$ cat config.mk
export PLATFORM = sky130hd
export DESIGN_NAME = stat_mem_ctrl
export DESIGN_NICKNAME = d
export VERILOG_FILES = /design/src/rtl/stat_mem_ctrl.sv
export SDC_FILE = /design/constraint.sdc
export NUM_CORES = 1
export LEC_CHECK = 0
export BUFFER_PORTS_ARGS = -buffer_cell sky130_fd_sc_hd__buf_2
export CAP_MARGIN = 20
export CORE_MARGIN = 3
export CORE_UTILIZATION = 40
export CTS_BUF_LIST = sky130_fd_sc_hd__clkbuf_4 sky130_fd_sc_hd__clkbuf_8 sky130_fd_sc_hd__clkbuf_16
export CTS_CLUSTER_SIZE = 20
export DETAILED_ROUTE_END_ITERATION = 12
export PLACE_DENSITY = 0.68
export SKIP_CTS_REPAIR_TIMING = 1
export SLEW_MARGIN = 15
export SYNTH_ARGS = -nofsm -noshare
export SYNTH_HDL_FRONTEND = slang
export SYNTH_SLANG_ARGS = --single-unit
export TNS_END_PERCENT = 20
$ cat constraint.sdc
create_clock -name clk_i -period 2.4 [get_ports clk_i]
set_clock_uncertainty 0.05 [all_clocks]
set_input_delay 0.24 -clock clk_i [delete_from_list [all_inputs] [get_ports clk_i]]
set_output_delay 0.24 -clock clk_i [all_outputs]
set_load 0.03 [all_outputs]
$ cat src/rtl/stat_mem_ctrl.sv
// Per-flow statistics RAM controller: zeroes the RAM after reset, then serialises
// saturating packet-size updates and host (clear-on-)reads over one single-port RAM.
module stat_mem_ctrl #(
  parameter int A_WIDTH = 10,
  parameter int D_WIDTH = 32,
  parameter int P_WIDTH = 16
) (
  input  logic               clk_i,
  input  logic               rst_i,
  input  logic               rx_valid_i,
  output logic               rx_ready_o,
  input  logic [A_WIDTH-1:0] rx_flow_num_i,
  input  logic [P_WIDTH-1:0] pkt_size_i,
  input  logic               rd_valid_i,
  output logic               rd_ready_o,
  input  logic [A_WIDTH-1:0] rd_flow_num_i,
  input  logic               rd_clear_i,
  output logic [D_WIDTH-1:0] rd_data_o,
  output logic               rd_data_valid_o,
  output logic               sat_o,
  output logic               init_done_o,
  output logic               mem_en_o,
  output logic               mem_we_o,
  output logic [A_WIDTH-1:0] mem_addr_o,
  output logic [D_WIDTH-1:0] mem_wdata_o,
  input  logic [D_WIDTH-1:0] mem_rdata_i
);

  localparam logic [1:0] ST_INIT   = 2'd0;
  localparam logic [1:0] ST_IDLE   = 2'd1;
  localparam logic [1:0] ST_UPDATE = 2'd2;

  localparam logic [A_WIDTH-1:0] SWEEP_LAST = {A_WIDTH{1'b1}};
  localparam logic               GRANT_RX   = 1'b0;
  localparam logic               GRANT_HOST = 1'b1;

  // Saturating add; bit D_WIDTH flags that the true sum overflowed.
  function automatic logic [D_WIDTH:0] sat_add(input logic [D_WIDTH-1:0] a,
                                               input logic [P_WIDTH-1:0] b);
    logic [D_WIDTH:0] sum;
    sum = (D_WIDTH+1)'(a) + (D_WIDTH+1)'(b);
    if (sum[D_WIDTH]) begin
      sat_add = {1'b1, {D_WIDTH{1'b1}}};
    end else begin
      sat_add = sum;
    end
  endfunction

  logic [1:0]         state_r;
  logic [A_WIDTH-1:0] sweep_r;
  logic               last_grant_r;
  logic               op_rd_r;
  logic [A_WIDTH-1:0] flow_r;
  logic [P_WIDTH-1:0] size_r;
  logic               clear_r;
  logic [D_WIDTH-1:0] rd_data_r;
  logic               rd_data_valid_r;
  logic               sat_r;
  logic               init_done_r;

  logic               grant_rx_s;
  logic               grant_rd_s;
  logic               mem_en_s;
  logic               mem_we_s;
  logic [A_WIDTH-1:0] mem_addr_s;
  logic [D_WIDTH-1:0] mem_wdata_s;
  logic [D_WIDTH:0]   sum_s;

  assign sum_s = sat_add(mem_rdata_i, size_r);

  // Arbitration and RAM command decode; everything is masked while reset is held
  // so an in-flight write cannot land on the reset edge.
  always_comb begin
    grant_rx_s  = 1'b0;
    grant_rd_s  = 1'b0;
    mem_en_s    = 1'b0;
    mem_we_s    = 1'b0;
    mem_addr_s  = '0;
    mem_wdata_s = '0;
    if (!rst_i) begin
      mem_en_s = 1'b0;
    end else begin
      case (state_r)
        ST_INIT: begin
          mem_en_s   = 1'b1;
          mem_we_s   = 1'b1;
          mem_addr_s = sweep_r;
        end
        ST_IDLE: begin
          grant_rx_s = rx_valid_i && (!rd_valid_i || (last_grant_r == GRANT_HOST));
          grant_rd_s = rd_valid_i && (!rx_valid_i || (last_grant_r == GRANT_RX));
          if (grant_rx_s) begin
            mem_en_s   = 1'b1;
            mem_addr_s = rx_flow_num_i;
          end else if (grant_rd_s) begin
            mem_en_s   = 1'b1;
            mem_addr_s = rd_flow_num_i;
          end else begin
            mem_en_s = 1'b0;
          end
        end
        ST_UPDATE: begin
          mem_addr_s = flow_r;
          if (!op_rd_r) begin
            mem_en_s    = 1'b1;
            mem_we_s    = 1'b1;
            mem_wdata_s = sum_s[D_WIDTH-1:0];
          end else if (clear_r) begin
            mem_en_s = 1'b1;
            mem_we_s = 1'b1;
          end else begin
            mem_en_s = 1'b0;
          end
        end
        default: begin
          mem_en_s = 1'b0;
        end
      endcase
    end
  end

  // Sequencer state, request capture and registered result/pulse outputs.
  always_ff @(posedge clk_i) begin
    if (!rst_i) begin
      state_r         <= ST_INIT;
      sweep_r         <= '0;
      last_grant_r    <= GRANT_HOST;
      op_rd_r         <= 1'b0;
      flow_r          <= '0;
      size_r          <= '0;
      clear_r         <= 1'b0;
      rd_data_r       <= '0;
      rd_data_valid_r <= 1'b0;
      sat_r           <= 1'b0;
      init_done_r     <= 1'b0;
    end else begin
      rd_data_valid_r <= 1'b0;
      sat_r           <= 1'b0;
      case (state_r)
        ST_INIT: begin
          if (sweep_r == SWEEP_LAST) begin
            state_r     <= ST_IDLE;
            init_done_r <= 1'b1;
          end else begin
            sweep_r <= sweep_r + A_WIDTH'(1);
          end
        end
        ST_IDLE: begin
          if (grant_rx_s) begin
            op_rd_r      <= 1'b0;
            flow_r       <= rx_flow_num_i;
            size_r       <= pkt_size_i;
            clear_r      <= 1'b0;
            last_grant_r <= GRANT_RX;
            state_r      <= ST_UPDATE;
          end else if (grant_rd_s) begin
            op_rd_r      <= 1'b1;
            flow_r       <= rd_flow_num_i;
            clear_r      <= rd_clear_i;
            last_grant_r <= GRANT_HOST;
            state_r      <= ST_UPDATE;
          end else begin
            state_r <= ST_IDLE;
          end
        end
        ST_UPDATE: begin
          if (!op_rd_r) begin
            sat_r <= sum_s[D_WIDTH];
          end else begin
            rd_data_r       <= mem_rdata_i;
            rd_data_valid_r <= 1'b1;
          end
          state_r <= ST_IDLE;
        end
        default: begin
          state_r <= ST_INIT;
          sweep_r <= '0;
        end
      endcase
    end
  end

  assign rx_ready_o      = grant_rx_s;
  assign rd_ready_o      = grant_rd_s;
  assign mem_en_o        = mem_en_s;
  assign mem_we_o        = mem_we_s;
  assign mem_addr_o      = mem_addr_s;
  assign mem_wdata_o     = mem_wdata_s;
  assign rd_data_o       = rd_data_r;
  assign rd_data_valid_o = rd_data_valid_r;
  assign sat_o           = sat_r;
  assign init_done_o     = init_done_r;

endmodule

* Yosys cells after proc, flatten, opt, wreduce, memory -nomap -nowiden *
Index checks and enable logic that the tools add are counted.

storage, ports and cells
  logic and storage cells = 71
  register bits after elaboration = 76

cells by class
  add/sub/neg operators = 2
  eq/ne operators = 5
  bitwise logic cells = 4
  reductions and logical operators = 16
  muxes and demuxes = 33

operators by type and width
  kind                   count
  $mux 32                3
  $mux 10                6
  $add 32x16->33         1
  $mux 33                1
  $pmux 10 s3            1
  $pmux 10 s2            1
  $mux 1                 15
  $reduce_and 2->1       6
  $add 10x1->10 const B  1
  $eq 10x10->1 const B   1
  $mux 2                 3
  $pmux 2 s3             1
  $ne 2x2->1 const B     2
  $not 1->1              4
  $pmux 1 s3             1
  $reduce_or 3->1        1
  $eq 2x1->1 const B     1
  $eq 2x2->1 const B     1
  $logic_and 1x1->1      2
  $logic_not 1->1        2
  $logic_not 2->1        1
  $logic_or 1x1->1       2
  $pmux 1 s2             1
  $reduce_bool 2->1      1
  $reduce_or 2->1        1

* Depth between registers and ports, before layout *
Gate-level depths: netlist of the first run.

  depth after elaboration = 8
  gate-level depth with buffers = 10
  mapped depth without buffers = 9

* Worst setup path after synthesis of the first run *
Ideal clock, no wire load.

  path type = register to output
  from = register size_r[0]
  to = output port mem_wdata_o[18]
  data arrival time = 2.771 ns
  cell stages (with the launch flop) = 9
  path slack = -0.661 ns
  buffers on the path = 0
  cells stage by stage = dfxtp_1 ha_1 fa_1 a21oi_1 nand4b_1 a21boi_2 a221oi_4 o21ai_0 a311oi_1

on the way
  cells in the longest elaborated chain, start to end = 5

ends and longest elaborated chain
  item                      RTL line  text
  start: declaration        54        logic [P_WIDTH-1:0] size_r;
  start signal: assignment  152       size_r <= pkt_size_i;
  $add 32x16->33            41        sum = (D_WIDTH+1)'(a) + (D_WIDTH+1)'(b);
  $mux 33                   42        if (sum[D_WIDTH]) begin
  $mux 32                   104       if (!op_rd_r) begin
  $mux 32                   83        case (state_r)
  $mux 32                   80        if (!rst_i) begin
  end: declaration          25        output logic [D_WIDTH-1:0] mem_wdata_o,

No other way between the ends.

* Worst setup path in the final report of the first run *
  from = register size_r[0]
  to = output port mem_wdata_o[1]

Same word-level chain as after synthesis.

==> flow_summary.json, run 1 <==
{
  "tightestPinTransition_ns": 0.563,
  "antenna_found_initial": 0,
  "setup_viol": 32,
  "clockBufferDepth": 2,
  "io_buffer_count": 153,
  "drive_above_1_share_pct": 36.9,
  "rows": 38,
  "nets": 895,
  "postLayoutCoreUtil_pct": 61.0,
  "place.gp.congestion": 0.884,
  "drc": 0,
  "grt_max_degree": 35,
  "cp_data_arrival_time_ns": 2.71,
  "grt_pass1_vias": 4935,
  "htree_num_levels": 3,
  "critPathLaunchType": "flop",
  "syn_nets": 695,
  "syn_area_mm2": 0.00466,
  "hold_viol": 0,
  "leakagePower_uw": 0.00287,
  "cp_max_fo": 5,
  "status": "complete, but fails checks",
  "insertion_delay_ns": 0.34,
  "postSynthAreaPerCell_um2": 7.76,
  "grtUsageTotal_pct": 22.5,
  "numCtsBuffers": 9,
  "fin_crit_ns": 3.00,
  "post-dp-hpwl_um": 11400,
  "synth.yosys.seq_area_share_pct": 32.7,
  "crit_type": "flop to output pin",
  "fp.dieH_um": 114,
  "die_w_um": 114,
  "overflow": 0,
  "wl_per_cell_um": 16.0,
  "min_period_over_period_pct": 125,
  "num-fill-cells": 1011,
  "layout_setup_ws_ns": -0.596,
  "vias": 5176,
  "die-area_mm2": 0.0130,
  "viasPerCell": 5.48,
  "power.total_uw": 3050,
  "cts_tree": "yes",
  "antenna_cells": 0,
  "syn_inst": 600,
  "ys_warn_count": 0,
  "dr.pass1.iters": 5,
  "core_mm2": 0.0111,
  "cts-root-buf": "clkbuf_16",
  "cp-end-kind": "output pin",
  "clkTransAtPathRegs_ns": 0.06,
  "rsz0062_at_grt": "true",
  "hold-worst-slack_ns": 0.0393,
  "pin_count": 154,
  "wirelength_um": 15100,
  "start_util_pct": 41.9,
  "synth_flop_cell": "dfxtp_1",
  "ys_seq_elements": 76,
  "grt_pass1_wl_um": 23900,
  "synth_edf_count": 0,
  "ir_worst_vdd_mv": 0.545,
  "maxCapViolations": 0,
  "min_path_type": "input pin to flop",
  "max_freq_mhz": 334,
  "worstPathRequired_ns": 2.11,
  "ant_nets": 0,
  "violations": "negative setup slack",
  "power.density_mw_per_mm2": 450,
  "max_slew_margin_pct": 62.2,
  "synthArstFlopShare_pct": 0,
  "area_growth_pct": 45.6,
  "slew_viol_final": 0,
  "netlist-cell-type-count": 60,
  "drtIter0Drc": 378,
  "cts_sinks": 76
}
registers in the layout (all words and copies together) (netlist names), 2 cells and up:
| signal | count |
|---|---|
| flow_r | 10 |
| sweep_r | 10 |
| size_r | 16 |
| state_r | 2 |
| rd_data_o | 32 |
synthesized netlist by cell type, types with 2 or more instances:
cell | number | area, µm²
and2_1 | 2 | 12.5
or2_2 | 2 | 12.5
o21ai_0 | 33 | 165
o21bai_1 | 2 | 15.0
a21oi_1 | 36 | 180
a221oi_1 | 4 | 35.0
ha_1 | 21 | 263
inv_1 | 11 | 41.3
a22oi_1 | 9 | 67.6
nor3_1 | 5 | 25.0
nand4_1 | 5 | 31.3
o211a_1 | 2 | 20.0
dfxtp_1 | 76 | 1520
nand2_1 | 125 | 469
o211ai_1 | 3 | 22.5
and3_1 | 11 | 68.8
a31oi_1 | 10 | 62.6
nor2_1 | 44 | 165
nor4_1 | 3 | 18.8
a21oi_2 | 10 | 87.6
xnor2_1 | 10 | 87.6
nand2b_1 | 4 | 25.0
a21boi_0 | 40 | 300
nor2b_1 | 11 | 68.8
a211oi_1 | 4 | 30.0
a22o_1 | 5 | 43.8
buf_2 | 2 | 10.0
clkbuf_1 | 28 | 105
nand3b_1 | 4 | 30.0
o21a_1 | 5 | 37.5
a222oi_1 | 5 | 50.1
or3_1 | 6 | 37.5
nand3_1 | 14 | 70.1
and4_1 | 2 | 17.5
o221ai_1 | 5 | 43.8
nor3_2 | 2 | 20.0
a21o_1 | 5 | 37.5
xor2_1 | 12 | 105
critical path, cell delays in order, from the launching register on:
cell      delay [ns]
dfxtp_2         0.34
ha_4            0.13
fa_2            0.21
a21oi_2         0.06
nand4b_1        0.21
a21boi_2        0.23
a221oi_4        0.08
buf_6           0.14
o22ai_4         0.21
nand3_4         0.17
buf_4           0.20
a21oi_1         0.18
buf_4           0.19
routing by layer:
metal | GRT usage [%] | vias to the layer above | part of all wire (%)
met2 | 36.3 | 219 | 47
li1 | - | 2525 | -
met4 | 7.28 | 0 | 1.9
met5 | 0 | - | 0
met1 | 29.6 | 2407 | 44
met3 | 5.52 | 25 | 7.4
cell usage in the layout (no fill, tap or decap), drive strengths merged, types with 2 or more instances in the layout:
master and instances:
nor2 44, nand2b 4, ha 21, buf 220, or3 6, a21o 5, nor4 3, o221ai 5
o211a 2, nand3b 4, a211oi 4, a221oi 5, nand4 5, nand2 125, dfxtp 76, a222oi 5
a21oi 46, a31oi 11, a22oi 9, o21ai 34, o21a 5, bufinv 2, nor2b 11, nor3 7
inv 11, and2 2, o211ai 3, a22o 5, xnor2 10, and4 2, and3 11, nand3 15
clkbuf 13, xor2 12, clkinvlp 3, a21boi 42, clkinv 2, or2 2, o21bai 2
power breakdown:
part	leakage [µW]	internal, µW	switching [µW]
logic	0.00210	137	166
registers	0.000613	1270	7.02
clock network	0.000151	936	543
final timing paths:
path | startpoint | endpoint | slack, ns | cells after the start
max reg2reg | size_r[0]$_SDFFE_PN0P_ | sat_o$_SDFF_PP0_ | 0.15 | 11
min | pkt_size_i[2] | size_r[2]$_SDFFE_PN0P_ | 0.04 | 3
max | size_r[0]$_SDFFE_PN0P_ | mem_wdata_o[1] | -0.60 | 12
min reg2reg | rd_data_o[3]$_SDFFE_PN0P_ | rd_data_o[3]$_SDFFE_PN0P_ | 0.41 | 2
logic make-up after synthesis:
group           share of synthesized area, %
fa+ha+maj                               6.07
simple gates                            24.1
mux                                    0.215
flops                                   32.7
buf+inv                                 4.35
compound gates                          28.4
xor+xnor                                4.14
per-stage QoR:
| stage | area (µm²) | setup TNS (ns) | instances | setup WS (ns) |
|---|---|---|---|---|
| after CTS | 6380 | -21.15 | 941 | -0.735 |
| after floorplan | 4750 | -4.38 | 600 | -0.267 |
| after detailed placement | 6060 | -10.84 | 925 | -0.414 |
| after global routing | 6780 | -20.18 | 945 | -0.695 |
| after global placement | 6060 | -9.57 | 925 | -0.356 |
| final | 6780 | -16.84 | 945 | -0.596 |
area by class of cell:
cell class              count  area, µm²  area share, %
well taps                 140        175           2.58
flip-flops and latches     76       1520           22.5
multi-input cells         478       3220           47.5
inverters                  12       45.0          0.664
clock buffers              10        239           3.52
clock inverters             6       87.6           1.29
repair buffers            223       1490           22.0
Note: power is estimated with default switching activity, not from simulation.
==> run 2, diff against run 1 <==
Settings changed: PLACE_DENSITY 0.68 to 0.66.
Clock period 2.4 ns to 3.9 ns, I/O delays scaled along.
==> run 2 against run 1 <==
The flow now finishes without violations. Sequential cell count is the same. Clock power shrank 45%. Critical path depth shrank 2. Sequential power shrank 38%. Combinational power shrank 48%. First-iteration DRC count grew 18%. Final cell count shrank 6.6%. Critical path type unchanged. Critical endpoint is now mem_wdata_o[20].
==> flow_summary.json, run 2 (synthesis gave the netlist of run 1 again) <==
{
  "num-fill-cells": 1110,
  "pin_count": 154,
  "die_w_um": 114,
  "die-area_mm2": 0.0130,
  "grtUsageTotal_pct": 22.1,
  "nets": 833,
  "final_cell_count_no_fill": 883,
  "grt_pass1_vias": 4735,
  "numCtsBuffers": 9,
  "cp_data_arrival_time_ns": 3.02,
  "holdPathEnd": "size_r[3]$_SDFFE_PN0P_",
  "design_area_mm2": 0.00580,
  "place.gp.congestion": 0.834,
  "rows": 38,
  "wl_per_cell_um": 16.3,
  "maxCapViolations": 0,
  "cts_sinks": 76,
  "rsz0062_at_grt": "false",
  "dr_wl_met3_um": 1210,
  "overflow": 0,
  "insertion_delay_ns": 0.34,
  "clkTransAtPathRegs_ns": 0.06,
  "largest_register_ffs": 32,
  "cp_max_fo": 28,
  "min_path_type": "input pin to flop",
  "holdPathStages": 3,
  "cts-root-buf": "clkbuf_16",
  "power.total_uw": 1760,
  "min_period_over_period_pct": 88.7,
  "reg2reg_slack_ns": 1.14,
  "grt_pass1_wl_um": 23200,
  "vias": 4921,
  "slew_viol_final": 0,
  "hold-worst-slack_ns": 0.197,
  "worstReg2RegEnd": "state_r[0]$_SDFFE_PN0P_",
  "max_slew_margin_pct": 55.1,
  "final_cell_mix": "buf_2, nand2_1, dfxtp_1, nor2_1, a21boi_0",
  "reg2reg_depth": 9,
  "ant_nets": 0,
  "placed_cells": 867,
  "drc": 0,
  "area_growth_pct": 24.4,
  "hold_viol": 0,
  "dr.pass1.iters": 5,
  "cts_tree": "yes",
  "core_mm2": 0.0111,
  "place_area_mm2": 0.00550,
  "viasPerCell": 5.57,
  "clockBufferDepth": 2,
  "leakagePower_uw": 0.00252,
  "drtIter0Drc": 445,
  "wl_met2_um": 6580,
  "setup_viol": 0,
  "antenna_cells": 0,
  "reg2reg_from": "state_r[1]$_SDFFE_PN0P_",
  "fp.dieH_um": 114,
  "tns_ns": 0,
  "power.density_mw_per_mm2": 303,
  "grt_max_degree": 72,
  "met1_length_um": 6450,
  "io_buffer_count": 153,
  "wirelength_um": 14400,
  "hp-start": "pkt_size_i[3]",
  "layout_commonest_cell": "buf_2",
  "crit_type": "flop to output pin",
  "worstPathRequired_ns": 3.46,
  "htree_num_levels": 3,
  "max_freq_mhz": 289,
  "status": "completed",
  "antenna_found_initial": 0,
  "critPathLaunchType": "flop",
  "ir_worst_vdd_mv": 0.194,
  "tightestPinTransition_ns": 0.667,
  "cp-end-kind": "output pin",
  "start_util_pct": 41.9,
  "dr.max_layer_used": "met4",
  "fin_crit_ns": 3.46,
  "drive_above_1_share_pct": 26.4,
  "post-dp-hpwl_um": 10800
}
==> run 2: cell type report <==
type / count / area (µm²) / area share [%]
Tap cell: 140 / 175 / 3.02
Clock buffer: 13 / 274 / 4.73
Sequential cell: 76 / 1520 / 26.3
Inverter: 12 / 45.0 / 0.777
Timing Repair Buffer: 161 / 826 / 14.2
Clock inverter: 3 / 20.0 / 0.345
Multi-Input combinational cell: 478 / 2930 / 50.6
==> run 2: worst max-delay path by stage <==
| stage | start | endpoint | slack (ns) |
|---|---|---|---|
| 2_1_floorplan | mem_rdata_i[0] | mem_wdata_o[18] | 0.58 |
| 3_3_place_gp | mem_rdata_i[0] | mem_wdata_o[18] | 0.70 |
| 3_5_place_dp | mem_rdata_i[0] | mem_wdata_o[20] | 0.61 |
| 4_1_cts | size_r[0]$_SDFFE_PN0P_ | mem_wdata_o[20] | 0.43 |
| 5_1_grt | size_r[0]$_SDFFE_PN0P_ | mem_wdata_o[10] | 0.21 |
| 6_report | size_r[0]$_SDFFE_PN0P_ | mem_wdata_o[20] | 0.44 |
==> run 2: where the power goes <==
part / switching, µW / total [µW] / internal [µW]
clock network: 329 / 819 / 489
registers: 3.54 / 782 / 779
logic: 90.7 / 157 / 65.9
total: 424 / 1760 / 1330
==> run 2: through the flow <==
| step | worst slack [ns] | util (%) |
|---|---|---|
| final | 0.442 | 52.1 |
| after detailed placement | 0.607 | 49.4 |
| after floorplan | 0.582 | - |
| after global placement | 0.697 | 49.4 |
| after CTS | 0.434 | 52.1 |
| after global routing | 0.211 | 52.1 |
==> run 2: critical path: stages (launching register included) <==
cell,delay [ns]
dfxtp_1,0.33
ha_1,0.22
fa_1,0.40
a21oi_1,0.20
nand4b_1,0.18
a21boi_2,0.10
a221oi_4,0.31
o22ai_4,0.18
nand3_4,0.38
a31oi_1,0.16
buf_2,0.21
==> run 2: routing by layer <==
layer,GRT usage (%),vias up
met1,29.0,2277
met4,7.44,0
met5,0,-
met2,36.9,216
li1,-,2413
met3,4.03,15
==> run 3, diff against run 2 <==
Settings changed: CORE_MARGIN 3 to unset, REMOVE_ABC_BUFFERS set to 1.
==> run 3 against run 2 <==
Critical path depth unchanged. Core utilization down 0.61 points. Combinational power about the same. Register-to-register slack worse by 0.19 ns. Sequential share of layout area down 0.26 points. Wire length down 3.8%. Worst hold slack better by 0.0055 ns. Global-route usage up 0.84 points. Maximum frequency down 5.9%. Sequential cell count unchanged. Clock-buffer cell count down 1. Final cell count up 0.23%. Largest cell class unchanged. Largest power group unchanged.
==> flow_summary.json, run 3 (synthesis gave the netlist of run 1 again) <==
{
  "dr.pass1.iters": 6,
  "status": "completed",
  "die-area_mm2": 0.0121,
  "slew_viol_final": 0,
  "hp-start": "pkt_size_i[8]",
  "tns_ns": 0,
  "antenna_cells": 0,
  "max_stage_delay_ns": 0.51,
  "numCtsBuffers": 9,
  "clkTransAtPathRegs_ns": 0.06,
  "rsz0062_at_grt": "false",
  "num-fill-cells": 1120,
  "grtUsageTotal_pct": 23.0,
  "antenna_found_initial": 0,
  "cts-root-buf": "clkbuf_16",
  "wl_per_cell_um": 15.7,
  "viasPerCell": 5.51,
  "tightestPinTransition_ns": 0.705,
  "wirelength_um": 13900,
  "overflow": 0,
  "regArea_mm2": 0.00152,
  "final_cell_mix": "buf_2, nand2_1, dfxtp_1, nor2_1, a21boi_0",
  "pin_count": 154,
  "setup_viol": 0,
  "hold_viol": 0,
  "min_period_over_period_pct": 94.2,
  "maxCapViolations": 0,
  "leakagePower_uw": 0.00255,
  "design_area_mm2": 0.00585,
  "cp_slowest_cell": "a221oi_4",
  "vias": 4873,
  "min_path_type": "input pin to flop",
  "rows": 39,
  "grt_max_degree": 40,
  "crit_start": "size_r[0]$_SDFFE_PN0P_",
  "power.density_mw_per_mm2": 328,
  "cts_sinks": 76,
  "start_util_pct": 41.0,
  "drive_above_1_share_pct": 26.3,
  "max_slew_margin_pct": 52.6,
  "worstPathRequired_ns": 3.46,
  "dp_slack_ns": 0.390,
  "crit_type": "flop to output pin",
  "htree_num_levels": 3,
  "path_cells": "ha_1, fa_1, a21oi_1, nand4b_1, a21boi_2, a221oi_4, o22ai_4, nand3_4, a31oi_1, buf_2",
  "grt_pass1_wl_um": 21400,
  "drc": 0,
  "largest_register_ffs": 32,
  "fp.dieH_um": 110,
  "place_area_mm2": 0.00550,
  "cts_tree": "yes",
  "post-dp-hpwl_um": 10100,
  "fin_crit_ns": 3.68,
  "cp_max_fo": 28,
  "core_mm2": 0.0114,
  "layout_setup_ws_ns": 0.225,
  "insertion_delay_ns": 0.33,
  "grt_pass1_vias": 4410,
  "max_freq_mhz": 272,
  "power.total_uw": 1920,
  "nets": 832,
  "cp-end-kind": "output pin",
  "place.gp.congestion": 0.860,
  "critPathLaunchType": "flop",
  "layout_commonest_cell": "buf_2",
  "drtIter0Drc": 401,
  "cp_data_arrival_time_ns": 3.24,
  "clockBufferDepth": 2,
  "ant_nets": 0,
  "die_w_um": 110,
  "multiInputGateArea_mm2": 0.00293,
  "ir_worst_vdd_mv": 0.208,
  "area_growth_pct": 25.7,
  "reg2reg_from": "state_r[1]$_SDFFE_PN0P_",
  "io_buffer_count": 153
}
[run 3: changes by cell type in the layout (fill, tap and decap cells not counted)]
cell	before	now
buf_4	8	7
bufinv_16	0	3
clkbuf_8	3	2
clkinvlp_4	2	0
[run 3: layout make-up]
cell class	instances	area share [%]
clock buffers	12	4.45
multi-input cells	478	50.1
well taps	143	3.06
clock inverters	4	1.62
inverters	12	0.770
flip-flops and latches	76	26.0
repair buffers	160	14.0
[run 3: final timing paths]
path / to / slack (ns) / depth (start not counted)
worst max-delay path: mem_wdata_o[20] / 0.22 / 10
worst min-delay path: size_r[8]$_SDFFE_PN0P_ / 0.20 / 3
worst min register to register: size_r[10]$_SDFFE_PN0P_ / 0.41 / 2
worst max register to register: state_r[0]$_SDFFE_PN0P_ / 0.95 / 9
[run 3: worst max-delay path: cells and delay by family (launching register included)]
kind                       cells  cell delay [ns]
DFF                            1             0.32
adders and majority gates      2             0.62
buffers and inverters          1             0.21
AOI/OAI and AO/OA              5             1.18
and+or+nand+nor                2             0.57
[run 3: routing by layer]
metal,part of all wire (%),global-route usage [%],up-vias
met5,0,0,-
met4,1.6,9.90,0
met3,8.7,4.56,19
met2,47,38.3,205
met1,43,28.6,2244
li1,-,-,2405
[run 3: power breakdown]
part | leakage [µW] | internal [µW] | total, µW | switching (µW)
logic | 0.00176 | 65.7 | 155 | 88.8
clock network | 0.000176 | 666 | 985 | 319
registers | 0.000612 | 779 | 782 | 3.30
total | 0.00255 | 1510 | 1920 | 411
[run 3: per-stage QoR]
| stage | instances | hold slack (ns) | util (%) |
|---|---|---|---|
| floorplan | 566 | 0.389 | - |
| global placement | 869 | 0.397 | 48.4 |
| detailed placement | 869 | 0.405 | 48.4 |
| CTS | 885 | 0.193 | 51.5 |
| global route | 885 | 0.207 | 51.5 |
| finish | 885 | 0.203 | 51.5 |
